**src/rtl/proc_pkg.sv**
```systemverilog
// Shared encodings for the 6-instruction processor: opcodes, controller states,
// datapath select codes and the control-word decoder used by control_unit.
package proc_pkg;

  localparam int unsigned P_WIDTH   = 16;
  localparam int unsigned P_REGBITS = 4;
  localparam int unsigned P_DBITS   = 8;

  typedef enum logic [3:0] {
    OP_LOAD  = 4'h0,
    OP_STORE = 4'h1,
    OP_ADD   = 4'h2,
    OP_LDC   = 4'h3,
    OP_SUB   = 4'h4,
    OP_JMPZ  = 4'h5
  } opcode_t;

  typedef enum logic [3:0] {
    S_INIT   = 4'd0,
    S_FETCH  = 4'd1,
    S_DECODE = 4'd2,
    S_LOAD   = 4'd3,
    S_STORE  = 4'd4,
    S_ADD    = 4'd5,
    S_LDC    = 4'd6,
    S_SUB    = 4'd7,
    S_JMPZ   = 4'd8,
    S_JMP    = 4'd9,
    S_HALT   = 4'd10
  } state_t;

  typedef enum logic [1:0] {
    RF_S_ALU   = 2'b00,
    RF_S_MEM   = 2'b01,
    RF_S_CONST = 2'b10
  } rf_sel_t;

  typedef enum logic [1:0] {
    ALU_BYPASS = 2'b00,
    ALU_ADD    = 2'b01,
    ALU_SUB    = 2'b10
  } alu_sel_t;

  typedef struct packed {
    logic                 i_rd;
    logic [P_DBITS-1:0]   d_addr;
    logic                 d_rd;
    logic                 d_wr;
    logic [7:0]           w_data;
    logic [P_REGBITS-1:0] w_addr;
    logic [P_REGBITS-1:0] rp_addr;
    logic [P_REGBITS-1:0] rq_addr;
    logic                 w_wr;
    logic                 rp_rd;
    logic                 rq_rd;
    rf_sel_t              rf_s;
    alu_sel_t             alu_s;
    logic                 halted;
  } ctrl_t;

  // Moore control word for a given state and instruction; everything idles at zero.
  function automatic ctrl_t decode_ctrl(input state_t st, input logic [15:0] ir);
    ctrl_t c;
    c = '0;
    case (st)
      S_FETCH: c.i_rd = 1'b1;
      S_LOAD: begin
        c.d_rd   = 1'b1;
        c.d_addr = ir[7:0];
        c.rf_s   = RF_S_MEM;
        c.w_addr = ir[11:8];
        c.w_wr   = 1'b1;
      end
      S_STORE: begin
        c.d_wr    = 1'b1;
        c.d_addr  = ir[7:0];
        c.rp_addr = ir[11:8];
        c.rp_rd   = 1'b1;
      end
      S_ADD, S_SUB: begin
        c.rp_addr = ir[7:4];
        c.rq_addr = ir[3:0];
        c.rp_rd   = 1'b1;
        c.rq_rd   = 1'b1;
        c.alu_s   = (st == S_ADD) ? ALU_ADD : ALU_SUB;
        c.rf_s    = RF_S_ALU;
        c.w_addr  = ir[11:8];
        c.w_wr    = 1'b1;
      end
      S_LDC: begin
        c.rf_s   = RF_S_CONST;
        c.w_data = ir[7:0];
        c.w_addr = ir[11:8];
        c.w_wr   = 1'b1;
      end
      S_JMPZ: begin
        c.rp_addr = ir[11:8];
        c.rp_rd   = 1'b1;
      end
      S_HALT:  c.halted = 1'b1;
      default: c = '0;
    endcase
    return c;
  endfunction

endpackage

```
**src/rtl/program_counter.sv**
```systemverilog
// Program counter: async clear, increment on fetch, and relative load with a
// sign-extended 8-bit offset applied against the already-incremented PC.
module program_counter #(
  parameter int WIDTH = 16
) (
  input  logic             clk,
  input  logic             reset,
  input  logic             inc,
  input  logic             jump,
  input  logic [7:0]       offset,
  output logic [WIDTH-1:0] pc
);

  logic [WIDTH-1:0] pc_r;
  logic [WIDTH-1:0] offset_ext_s;

  assign offset_ext_s = {{(WIDTH-8){offset[7]}}, offset};
  assign pc           = pc_r;

  // PC register; the -1 undoes the fetch increment so targets are relative to the jump itself.
  always_ff @(posedge clk or posedge reset) begin
    if (reset) begin
      pc_r <= '0;
    end else if (jump) begin
      pc_r <= pc_r + offset_ext_s - WIDTH'(1);
    end else if (inc) begin
      pc_r <= pc_r + WIDTH'(1);
    end else begin
      pc_r <= pc_r;
    end
  end

endmodule

```
**src/rtl/control_unit.sv**
```systemverilog
// Controller for the 6-instruction processor: fetch/decode/execute FSM, IR and
// PC, driving all datapath strobes from registered Moore outputs.
module control_unit
  import proc_pkg::*;
#(
  parameter int WIDTH   = 16,
  parameter int REGBITS = 4,
  parameter int DBITS   = 8
) (
  input  logic               clk,
  input  logic               reset,
  input  logic [WIDTH-1:0]   i_data,
  output logic [WIDTH-1:0]   i_addr,
  output logic               i_rd,
  output logic [DBITS-1:0]   d_addr,
  output logic               d_rd,
  output logic               d_wr,
  output logic [7:0]         rf_w_data,
  output logic [REGBITS-1:0] rf_w_addr,
  output logic [REGBITS-1:0] rf_rp_addr,
  output logic [REGBITS-1:0] rf_rq_addr,
  output logic               rf_w_wr,
  output logic               rf_rp_rd,
  output logic               rf_rq_rd,
  output logic [1:0]         rf_s,
  output logic [1:0]         alu_s,
  input  logic               rf_rp_zero,
  output logic               halted
);

  state_t           state_r, state_nx;
  logic [WIDTH-1:0] ir_r, ir_nx;
  ctrl_t            ctrl_r;
  logic             pc_inc_s, pc_jump_s;

  program_counter #(.WIDTH(WIDTH)) u_pc (
    .clk    (clk),
    .reset  (reset),
    .inc    (pc_inc_s),
    .jump   (pc_jump_s),
    .offset (ir_r[7:0]),
    .pc     (i_addr)
  );

  // Next-state, IR capture and PC control.
  always_comb begin
    state_nx  = state_r;
    ir_nx     = ir_r;
    pc_inc_s  = 1'b0;
    pc_jump_s = 1'b0;
    case (state_r)
      S_INIT:  state_nx = S_FETCH;
      S_FETCH: begin
        ir_nx    = i_data;
        pc_inc_s = 1'b1;
        state_nx = S_DECODE;
      end
      S_DECODE: begin
        case (ir_r[15:12])
          OP_LOAD:  state_nx = S_LOAD;
          OP_STORE: state_nx = S_STORE;
          OP_ADD:   state_nx = S_ADD;
          OP_LDC:   state_nx = S_LDC;
          OP_SUB:   state_nx = S_SUB;
          OP_JMPZ:  state_nx = S_JMPZ;
          default:  state_nx = S_HALT;
        endcase
      end
      S_LOAD, S_STORE, S_ADD, S_LDC, S_SUB: state_nx = S_FETCH;
      S_JMPZ: begin
        if (rf_rp_zero) begin
          state_nx = S_JMP;
        end else begin
          state_nx = S_FETCH;
        end
      end
      S_JMP: begin
        pc_jump_s = 1'b1;
        state_nx  = S_FETCH;
      end
      S_HALT:  state_nx = S_HALT;
      default: state_nx = S_INIT;
    endcase
  end

  // State, IR and control word; the word is decoded from the next state so it lines up with state_r.
  always_ff @(posedge clk or posedge reset) begin
    if (reset) begin
      state_r <= S_INIT;
      ir_r    <= '0;
      ctrl_r  <= '0;
    end else begin
      state_r <= state_nx;
      ir_r    <= ir_nx;
      ctrl_r  <= decode_ctrl(state_nx, ir_nx);
    end
  end

  assign i_rd       = ctrl_r.i_rd;
  assign d_addr     = ctrl_r.d_addr;
  assign d_rd       = ctrl_r.d_rd;
  assign d_wr       = ctrl_r.d_wr;
  assign rf_w_data  = ctrl_r.w_data;
  assign rf_w_addr  = ctrl_r.w_addr;
  assign rf_rp_addr = ctrl_r.rp_addr;
  assign rf_rq_addr = ctrl_r.rq_addr;
  assign rf_w_wr    = ctrl_r.w_wr;
  assign rf_rp_rd   = ctrl_r.rp_rd;
  assign rf_rq_rd   = ctrl_r.rq_rd;
  assign rf_s       = ctrl_r.rf_s;
  assign alu_s      = ctrl_r.alu_s;
  assign halted     = ctrl_r.halted;

endmodule

```
**config.mk**
```make
export PLATFORM = sky130hd
export DESIGN_NAME = control_unit
export DESIGN_NICKNAME = d
export VERILOG_FILES = /design/src/rtl/proc_pkg.sv /design/src/rtl/program_counter.sv /design/src/rtl/control_unit.sv
export SDC_FILE = /design/constraint.sdc
export NUM_CORES = 1
export LEC_CHECK = 0
export CELL_PAD_IN_SITES_DETAIL_PLACEMENT = 2
export CELL_PAD_IN_SITES_GLOBAL_PLACEMENT = 2
export CORE_AREA = 2 2 132 95
export DETAILED_ROUTE_END_ITERATION = 8
export DIE_AREA = 0 0 134 97
export PLACE_DENSITY = 0.82
export SLEW_MARGIN = 20
export SYNTH_ARGS = -nofsm -noshare
export SYNTH_HDL_FRONTEND = slang
export SYNTH_HIERARCHICAL = 1
export SYNTH_SLANG_ARGS = --single-unit
```
**constraint.sdc**
```tcl
create_clock -name clk -period 5 [get_ports clk]
set_clock_uncertainty 0.2 [all_clocks]
set_input_delay 1.5 -clock clk [delete_from_list [all_inputs] [get_ports clk]]
set_output_delay 1.5 -clock clk [all_outputs]
set_load 0.01 [all_outputs]
```
# Yosys cells after proc, flatten, opt, wreduce, memory -nomap -nowiden
# Cells that the tools add are included.
# totals
register_bits,75
latchBits,0
ram_bits,0
rom_bits,0
wordCells,76
memories,0
# op_classes
n_addsub,3
mul,0
div_mod_pow,0
magnitude_cmp,0
n_eq_ne,23
shifts,0
mux,23
n_bitwise,0
reduce_logical,9
# ops
operator,count
$eq A4 B3 Y1 const B,10
$mux W16,2
$pmux W4 S6,1
$eq A4 B2 Y1 const B,5
$eq A4 B4 Y1 const B,5
$pmux W4 S5,1
$add A16 B1 Y16 const B,1
$add A16 B16 Y16,1
$mux W8,2
$sub A16 B1 Y16 const B,1
$eq A4 B1 Y1 const B,3
$mux W12,1
$mux W4,3
$mux W1,9
$logic_not A4 Y1,2
$pmux W4 S2,1
$reduce_or A4 Y1,2
$reduce_or A7 Y1,1
$reduce_or A2 Y1,3
$mux W2,2
$pmux W2 S2,1
$reduce_bool A2 Y1,1

# Longest topological paths before layout
# Gate-level depths: netlist of run 1.
# logic_depth
word_depth,6
ltp_mapped,12

# By module
# The synthesis of run 1 kept the hierarchy.
# by_module_without_submodules
mod,n_inst,cells_per_inst,area_per_inst_um2,seq_area_each_um2
control_unit,1,162,2132.0,1451.4
program_counter,1,258,2018.2,400.4

# Worst setup path before layout of run 1
# Ideal clock, no wire load.
# synth_timing
path_kind,input-to-reg
startpoint,input rf_rp_zero
endpoint,"register ctrl_r, in the netlist rf_w_addr[0]"
setup_ns,0.127
arrival_ns,2.552
required_time_ns,4.673
path_slack_ns,2.121
stages,5
n_path_buf,0
path_cell_list,a21oi_1 -> a2111oi_2 -> nor2_1 -> a211oi_4 -> nor2_1
# synth_between
elab_chain_cells,5
word_cells_on_any_way,8
cone_classes,eq/ne: 4; mux: 3; reduce/logical: 1
# synth_rtl
item,line,rtl
"start, declared",control_unit.sv:27,"input logic rf_rp_zero,"
$mux W4 *,control_unit.sv:71,if (rf_rp_zero) begin
$pmux W4 S5 *,control_unit.sv:51,case (state_r)
named net state_nx[3],control_unit.sv:31,"state_t state_r, state_nx;"
$eq A4 B3 Y1 / $eq A4 B2 Y1 (equally long branches),proc_pkg.sv:65,case (st)
$reduce_or A4 Y1 (no source line) *,-,
$mux W4 *,proc_pkg.sv:65,
"end signal, assigned",control_unit.sv:95,"ctrl_r <= decode_ctrl(state_nx, ir_nx);"
"end, declared",control_unit.sv:33,ctrl_t ctrl_r;
# Mark *: on every way through the listed nets, which the timed path passes. The rest lies on a longest branch.
# A chain may end at the register's enable or synchronous reset.

# Final worst setup path of run 1
# layout_timing
startpoint,input rf_rp_zero
endpoint,"register ctrl_r, in the netlist rf_rp_addr[3]"
# layout_between
elab_chain_cells,5
word_cells_on_any_way,9
cone_classes,eq/ne: 4; mux: 3; reduce/logical: 2
# layout_rtl
item,line
$mux W4 *,control_unit.sv:71
$pmux W4 S5 *,control_unit.sv:51
named net state_nx[3],control_unit.sv:31
$eq A4 B3 Y1 / $eq A4 B4 Y1 (equally long branches),proc_pkg.sv:65
$reduce_or A2 Y1 (on tied branches),-
$pmux W4 S2 *,proc_pkg.sv:65
# Marked as above.

==> flow_metrics.tcl, run 1 <==
set metrics [dict create \
    status "finished, final reports clean" \
    ys_types 62 \
    worstReg2RegStart "state_r[2]" \
    finalSetupTns_ps 0 \
    fin_crit_ps 3420 \
    post-route-period-util_pct 68.4 \
    antenna_found_initial 0 \
    ioPinCount 74 \
    synth_top_area_share_pct 44.6 \
    wl_per_cell_um 20.0 \
    synthTopCellsByCount "74 x dfrtp_1, 71 x inv_1, 36 x nor2_1" \
    yosysTopAreaCell "dfrtp_1" \
    cts_buffers 9 \
    ctsHoldBuffers 0 \
    drive_gt1_share_pct 8.75 \
    synth-seq-area-share_pct 44.6 \
    ctsResizeCount 0 \
    h-tree-depth 3 \
    place_ws_ps 1220 \
    cts.clk_slew.worst_paths_ps 60 \
    synth_flop_cell "dfrtp_1" \
    hpwlAfterDp_mm 9.57 \
    postCtsSetupBuffers 0 \
    cts.sinks 74 \
    finalSetupViolations 0 \
    slew_headroom_pct 34.7 \
    syn_inst 420 \
    synth_compound_area_share_pct 14.7 \
    hold_viol 0 \
    cpMaxStageDelayCell "a2111oi_2" \
    cp_cell_sequence "clkdlybuf4s50_1 -> a21oi_1 -> a2111oi_2 -> o21ai_0 -> o32ai_1" \
    num_rows 33 \
    rrSetupSlack_ps 1630 \
    overflow 0 \
    start_util_pct 35.8 \
    die_width_um 134 \
    synthXorXnorAreaFrac_pct 4.43 \
    critPathCaptureType "register" \
    critPathMaxStageDelay_ps 720 \
    synth.most_common_cell "dfrtp_1" \
    drc 0 \
    drv_cap 0 \
    synthAdderAreaFrac_pct 9.53 \
    die_y_um 97 \
    syn2layout_area_growth_pct 29.1 \
    ant_nets 0 \
    crit_required_ps 5050 \
    insertion_delay_ps 350 \
    cts-root-buf "clkbuf_16" \
    slew_viol_final 0 \
    worstHoldStart "u_pc/pc[15]" \
    grt_pass1_vias 3754 \
    io_buffers 73 \
    ys_seq_elements 74 \
    synth_edf_count 0 \
    final_nets 548 \
    rsz0062_at_grt "no" \
    insertedDiodeCount 0 \
    gp_congestion 0.820 \
    synthArstFlopShare_pct 100 \
    clock.fmax_mhz 292 \
    yosys-mux-area-fraction_pct 5.25 \
    coreArea_mm2 0.0116 \
    synth_warnings 6 \
    critical-path-top-delay-family "compound AO/OA/AOI/OAI gates" \
    clockBufferDepth 2 \
    syn_area_mm2 0.00415 \
    num_vias 3433 \
    via_per_inst 5.20 \
    crit_start "rf_rp_zero" \
    worst_slew_pin_slew_ps 978 \
    worst-setup-path-type "in2reg" \
    drt-pass1-iter-count 4 \
    critPathBufInv 1 \
    grt_max_degree 46 \
    setup_ws_ps 1580 \
    synth_top_family_by_area "compound AO/OA/AOI/OAI gates" \
    startpoint_type "primary input" \
    holdCritPathClass "reg2reg" \
    cts_tree "done" \
    synth_area_per_cell_um2 9.88 \
    finalWirelength_mm 13.2 \
    synth_area_leaders "dfrtp_1 45%, ha_1 9.0%, inv_1 6.4%, mux2i_1 3.6%, xnor2_1 3.6%" \
    die_area_mm2 0.0130 \
    grt_pass1_wl_mm 21.2 \
    grt_use_total_pct 21.3 \
    cp_data_arrival_time_ps 3470 \
    synth_fp_nets 470 \
    synth_simple_gate_area_share_pct 13.5 \
    drtIter0Drc 138 \
    path_max_fanout 6 \
]
worst paths after layout:
check | end | cells after the start
max in group asynchronous | state_r[1] | 3
setup reg to reg | u_pc/pc[15] | 7
min in group asynchronous | u_pc/pc[15] | 2
hold reg to reg | u_pc/pc[15] | 1
setup / recovery | rf_rp_addr[3] | 5
hold / removal | u_pc/pc[15] | 1
logic make-up after synthesis:
group	Yosys count
adder cells (fa/ha/maj)	31
XOR/XNOR	21
flip-flops	74
AND/OR/NAND/NOR	106
AO/OA/AOI/OAI	84
multiplexers	21
buffers and inverters	83
through the flow:
step                      cell area, um^2  hold WS, ps  util [%]  instances
after floorplan                      4150          270         -        420
after global placement               5050          323      43.6        644
after detailed placement             5050          325      43.6        644
after CTS                            5360          334      46.2        660
after global routing                 5360          369      46.2        660
final                                5360          329      46.2        660
registers in the layout, summed over array words and instances (netlist names):
name	flops
alu_s	2
d_addr	8
d_rd	1
d_wr	1
halted	1
i_rd	1
ir_r	16
rf_rp_addr	4
rf_rp_rd	1
rf_rq_addr	4
rf_rq_rd	1
rf_s	1
rf_w_addr	4
rf_w_data	8
rf_w_wr	1
state_r	4
u_pc/pc	16
area by class of cell:
class,instances,area [um^2]
Inverter,75,287
Timing Repair Buffer,75,746
Clock inverter,7,76.3
Multi-Input combinational cell,263,1970
Tap cell,157,196
Fill cell,1214,6250
Sequential cell,74,1850
Clock buffer,9,225
cell usage in the layout (no fill, tap or decap), types with 3 or more instances in the layout:
| master | instances |
|---|---|
| a31o_2 | 3 |
| o21ai_0 | 15 |
| nand3_1 | 11 |
| mux2i_1 | 15 |
| o32ai_1 | 3 |
| o31ai_1 | 3 |
| nor4_1 | 3 |
| o21a_1 | 3 |
| or3_1 | 5 |
| ha_1 | 30 |
| inv_1 | 70 |
| a21o_1 | 7 |
| nand2_1 | 11 |
| nand4_1 | 4 |
| nor2_1 | 36 |
| clkbuf_16 | 9 |
| inv_6 | 3 |
| nand2b_1 | 6 |
| clkdlybuf4s50_1 | 73 |
| mux2_2 | 6 |
| o31a_1 | 3 |
| nor3_1 | 9 |
| inv_2 | 3 |
| a211oi_1 | 4 |
| xor2_1 | 4 |
| and2_1 | 3 |
| dfrtp_1 | 74 |
| xnor2_1 | 17 |
| a21oi_1 | 26 |
metal layers:
metal  up-vias  share of wire (%)  track usage, %
met3         9                4.1            5.61
met4         0               0.76            4.50
met1      1773                 48            29.0
met5         -                  0               0
met2        69                 47            34.4
li1       1582                  -               -
Power of run 1 is not shown: default switching activity piles up to over one toggle a cycle in this logic, so the estimate is an artifact.
==> inputs of run 2 (changes only) <==
CORE_AREA = 2 2 144 104   (was 2 2 132 95)
DIE_AREA = 0 0 146 106   (was 0 0 134 97)
PLACE_DENSITY = 0.73   (was 0.82)
clock period = 3.1 ns   (was 5 ns; I/O delays follow)
==> flow_metrics.tcl, run 2 (synthesis results as in run 1) <==
set metrics [dict create \
    grt_max_degree 41 \
    ant_nets 0 \
    grt_pass1_vias 3868 \
    worst-setup-path-type "reg2reg" \
    h-tree-depth 3 \
    ctsHoldBuffers 0 \
    worst_slew_pin_slew_ps 702 \
    hold_viol 0 \
    gp_congestion 0.820 \
    num_rows 37 \
    grt_use_total_pct 18.1 \
    cp_cell_sequence "inv_1 -> ha_1 -> inv_1 -> ha_1 -> a211oi_2 -> nor2_1 -> a41o_1 -> o311a_1 -> or3_1 -> a31o_1" \
    layout_commonest_cell "clkdlybuf4s50_1" \
    drt-pass1-iter-count 4 \
    wl_per_cell_um 18.8 \
    cpMaxStageDelayCell "dfrtp_1" \
    multiInputGateArea_mm2 0.00198 \
    insertion_delay_ps 340 \
    io_buffers 73 \
    cts_tree "done" \
    layout_common_cells "73 x clkdlybuf4s50_1, 71 x dfrtp_1, 68 x inv_1" \
    status "finished, final reports clean" \
    hpwlAfterDp_mm 10.0 \
    drive_gt1_share_pct 13.1 \
    hold_ws_ps 322 \
    cts_buffers 9 \
    clock.fmax_mhz 340 \
    drv_cap 0 \
    critPathCaptureType "register" \
    drc 0 \
    rsz0062_at_grt "no" \
    antenna_found_initial 0 \
    cp_data_arrival_time_ps 2970 \
    irDropWorstVdd_uv 526 \
    via_per_inst 4.84 \
    ioPinCount 74 \
    post-route-period-util_pct 94.9 \
    p_per_area_mw_per_mm2 1430 \
    p_leak_nw 2.66 \
    startpoint_type "register" \
    finalSetupViolations 0 \
    overflow 0 \
    die_y_um 106 \
    syn2layout_area_growth_pct 35.0 \
    slew_viol_final 0 \
    finalPower_w 0.00801 \
    num_vias 3463 \
    crit_required_ps 3130 \
    finalWirelength_mm 13.5 \
    critPathMaxStageDelay_ps 350 \
    nFillCells 1565 \
    cts.sinks 74 \
    clockBufferDepth 2 \
    holdCritPathClass "reg2reg" \
    die_width_um 146 \
    finalSetupTns_ps 0 \
    fin_crit_ps 2940 \
    slew_headroom_pct 52.7 \
    path_max_fanout 3 \
    final_nets 565 \
    cts-root-buf "clkbuf_16" \
    insertedDiodeCount 0 \
    cts.clk_slew.worst_paths_ps 70 \
    coreArea_mm2 0.0143 \
    drtIter0Drc 114 \
    regArea_mm2 0.00186 \
    grt_pass1_wl_mm 21.8 \
    start_util_pct 29.1 \
    die_area_mm2 0.0155 \
]
run 2: cell count changes in the layout (fill, tap and decap cells not counted), sizes merged:
cell,previous run,this run
buf,2,19
clkinvlp,2,1
bufinv,1,3
clkinv,3,2
run 2: final timing paths:
path | start | end | slack [ps] | cells after the start
max | u_pc/pc[2] | u_pc/pc[12] | 160 | 10
min | ir_r[9] | ir_r[9] | 320 | 2
max reg2reg | u_pc/pc[2] | u_pc/pc[12] | 160 | 10
min reg2reg | ir_r[9] | ir_r[9] | 320 | 2
max in group asynchronous | reset | rf_w_data[1] | 1370 | 3
min in group asynchronous | reset | ir_r[12] | 750 | 2
run 2: repair_timing:
| item | 4_1_cts | 5_1_grt |
|---|---|---|
| hold endpoints to repair | 0 | 0 |
| setup buffers | 0 | 4 |
| setup endpoints to repair | 0 | 3 |
| gates resized for setup | 0 | 8 |
run 2: worst max-delay path, delay by kind of cell (launching register included):
kind | cells | cell delay [ps]
adder cells (fa/ha/maj) | 2 | 640
buffers and inverters | 2 | 120
AO/OA/AOI/OAI | 4 | 1070
AND/OR/NAND/NOR | 2 | 460
flip-flops | 1 | 350
run 2: area by class of cell:
class / instances / share of cell area [%]
inverters: 75 / 5.11
multi-input cells: 263 / 35.4
well taps: 195 / 4.35
flip-flops and latches: 74 / 33.1
clock inverters: 7 / 2.21
clock buffers: 9 / 4.02
repair buffers: 92 / 15.8
run 2: metal layers:
metal / vias up / wire length (um) / GRT usage, %
li1: 1625 / - / -
met1: 1789 / 6400 / 24.6
met2: 44 / 6700 / 30.6
met3: 5 / 279 / 3.05
met4: 0 / 92 / 3.74
met5: - / 0 / 0
run 2: stage by stage:
stage	worst slack, ps	utilization [%]	instance area [um^2]	std cells
finish	159	39.3	5600	715
global route	17.9	39.3	5600	715
CTS	34.9	39.0	5560	711
detailed placement	90.0	36.6	5210	695
global placement	195	36.6	5210	695
floorplan	289	-	4150	420
run 2: power breakdown:
part | internal, W | switching, W | total (W)
combinational | 0.00224 | 0.00296 | 0.00520
clock | 0.000794 | 0.000453 | 0.00125
sequential | 0.00131 | 0.000261 | 0.00157
total | 0.00434 | 0.00367 | 0.00801
Power figures use the tool's default switching activity.
==> inputs of run 3 (changes only) <==
GPL_TIMING_DRIVEN = 0   (was default)
==> flow_metrics.tcl, run 3 (synthesis results as in run 1) <==
set metrics [dict create \
    slew_headroom_pct 48.1 \
    antenna_found_initial 0 \
    insertedDiodeCount 0 \
    worstHoldStart "ir_r[9]" \
    ctsHoldBuffers 0 \
    hpwlAfterDp_mm 9.99 \
    final_nets 566 \
    layout_common_cells "73 x clkdlybuf4s50_1, 68 x dfrtp_1, 63 x inv_1" \
    num_rows 37 \
    cp_data_arrival_time_ps 3110 \
    finalWirelength_mm 13.8 \
    wl_per_cell_um 19.3 \
    cts_buffers 9 \
    coreArea_mm2 0.0143 \
    critPathCaptureType "register" \
    startpoint_type "register" \
    cts-root-buf "clkbuf_16" \
    rrSetupSlack_ps 9 \
    die_area_mm2 0.0155 \
    crit_start "ir_r[7]" \
    layout_commonest_cell "clkdlybuf4s50_1" \
    slew_viol_final 0 \
    h-tree-depth 3 \
    num_vias 3474 \
    r2r_cells 10 \
    via_per_inst 4.85 \
    drtIter0Drc 120 \
    ant_nets 0 \
    holdPathStages 2 \
    io_buffers 73 \
    place_ws_ps -266 \
    ioPinCount 74 \
    r2r-end "u_pc/pc[12]" \
    setup_ws_ps 8.75 \
    post-route-period-util_pct 99.7 \
    clockBufferDepth 2 \
    path_max_fanout 7 \
    grt_max_degree 59 \
    syn2layout_area_growth_pct 38.3 \
    hold_viol 0 \
    die_width_um 146 \
    fin_crit_ps 3090 \
    cp_cell_sequence "clkinvlp_4 -> ha_4 -> inv_2 -> ha_4 -> and3_4 -> a21boi_1 -> a41o_1 -> o311a_1 -> or3_1 -> a31o_1" \
    start_util_pct 29.1 \
    worst-setup-path-type "reg2reg" \
    drc 0 \
    worstReg2RegStart "ir_r[7]" \
    crit_required_ps 3120 \
    overflow 0 \
    drv_cap 0 \
    grt_use_total_pct 17.9 \
    timing.critical_path.mode_cell "ha_4" \
    cts.clk_slew.worst_paths_ps 60 \
    critPathMaxStageDelay_ps 390 \
    gp_congestion 0.792 \
    rsz0062_at_grt "yes" \
    cts.sinks 74 \
    insertion_delay_ps 340 \
    drive_gt1_share_pct 17.9 \
    cpMaxStageDelayCell "dfrtp_2" \
    holdPathEnd "ir_r[9]" \
    drt-pass1-iter-count 4 \
    holdCritPathClass "reg2reg" \
    finalSetupViolations 0 \
    worst_slew_pin_slew_ps 777 \
    die_y_um 106 \
    clock.fmax_mhz 323 \
    cts_tree "done" \
    grt_pass1_vias 3951 \
    grt_pass1_wl_mm 21.6 \
    status "finished, final reports clean" \
]
## run 3: stage by stage
step	hold WS [ps]	std cells	instance area (um^2)	util [%]	TNS, ps
2_1_floorplan	270	420	4150	-	0
3_3_place_gp	298	688	5120	35.9	-30890
3_5_place_dp	316	688	5130	36.0	-1790
4_1_cts	333	707	5540	38.8	0
5_1_grt	365	716	5740	40.3	-274
6_report	324	716	5740	40.3	0
## run 3: final cells by class
cell class | instances | area (um^2)
Buffer | 6 | 35.0
Clock buffer | 9 | 225
Clock inverter | 7 | 82.6
Fill cell | 1563 | 8520
Inverter | 75 | 297
Multi-Input combinational cell | 263 | 2140
Sequential cell | 74 | 1860
Tap cell | 195 | 244
Timing Repair Buffer | 87 | 856
## run 3: per-layer routing
metal	GRT usage [%]	vias up	routed length, um
met5	0	-	0
met4	5.06	0	249
met3	3.43	19	409
met2	30.9	56	6800
met1	23.0	1779	6370
li1	-	1620	-
## run 3: how the worst max path moves through the flow
stage,to,slack (ps),cells after the start
2_1_floorplan,u_pc/pc[12],290,10
5_1_grt,u_pc/pc[12],-100,10
4_1_cts,u_pc/pc[14],4,11
3_5_place_dp,u_pc/pc[11],-270,12
6_report,u_pc/pc[12],9,10
3_3_place_gp,ir_r[1],-530,2
## run 3: worst max-delay path, delay by kind of cell, from the launching register on
kind	cells	cell delay, ps
adders and majority gates	2	620
and+or+nand+nor	2	500
buffers and inverters	2	290
AOI/OAI and AO/OA	4	980
DFF	1	390
## run 3: timing repair
action	in CTS	in global routing
endpoints found under the setup margin	7	7
pin swaps	0	11
resized for setup	13	28
buffers inserted	5	9
Power of run 3 is left out for the same reason.
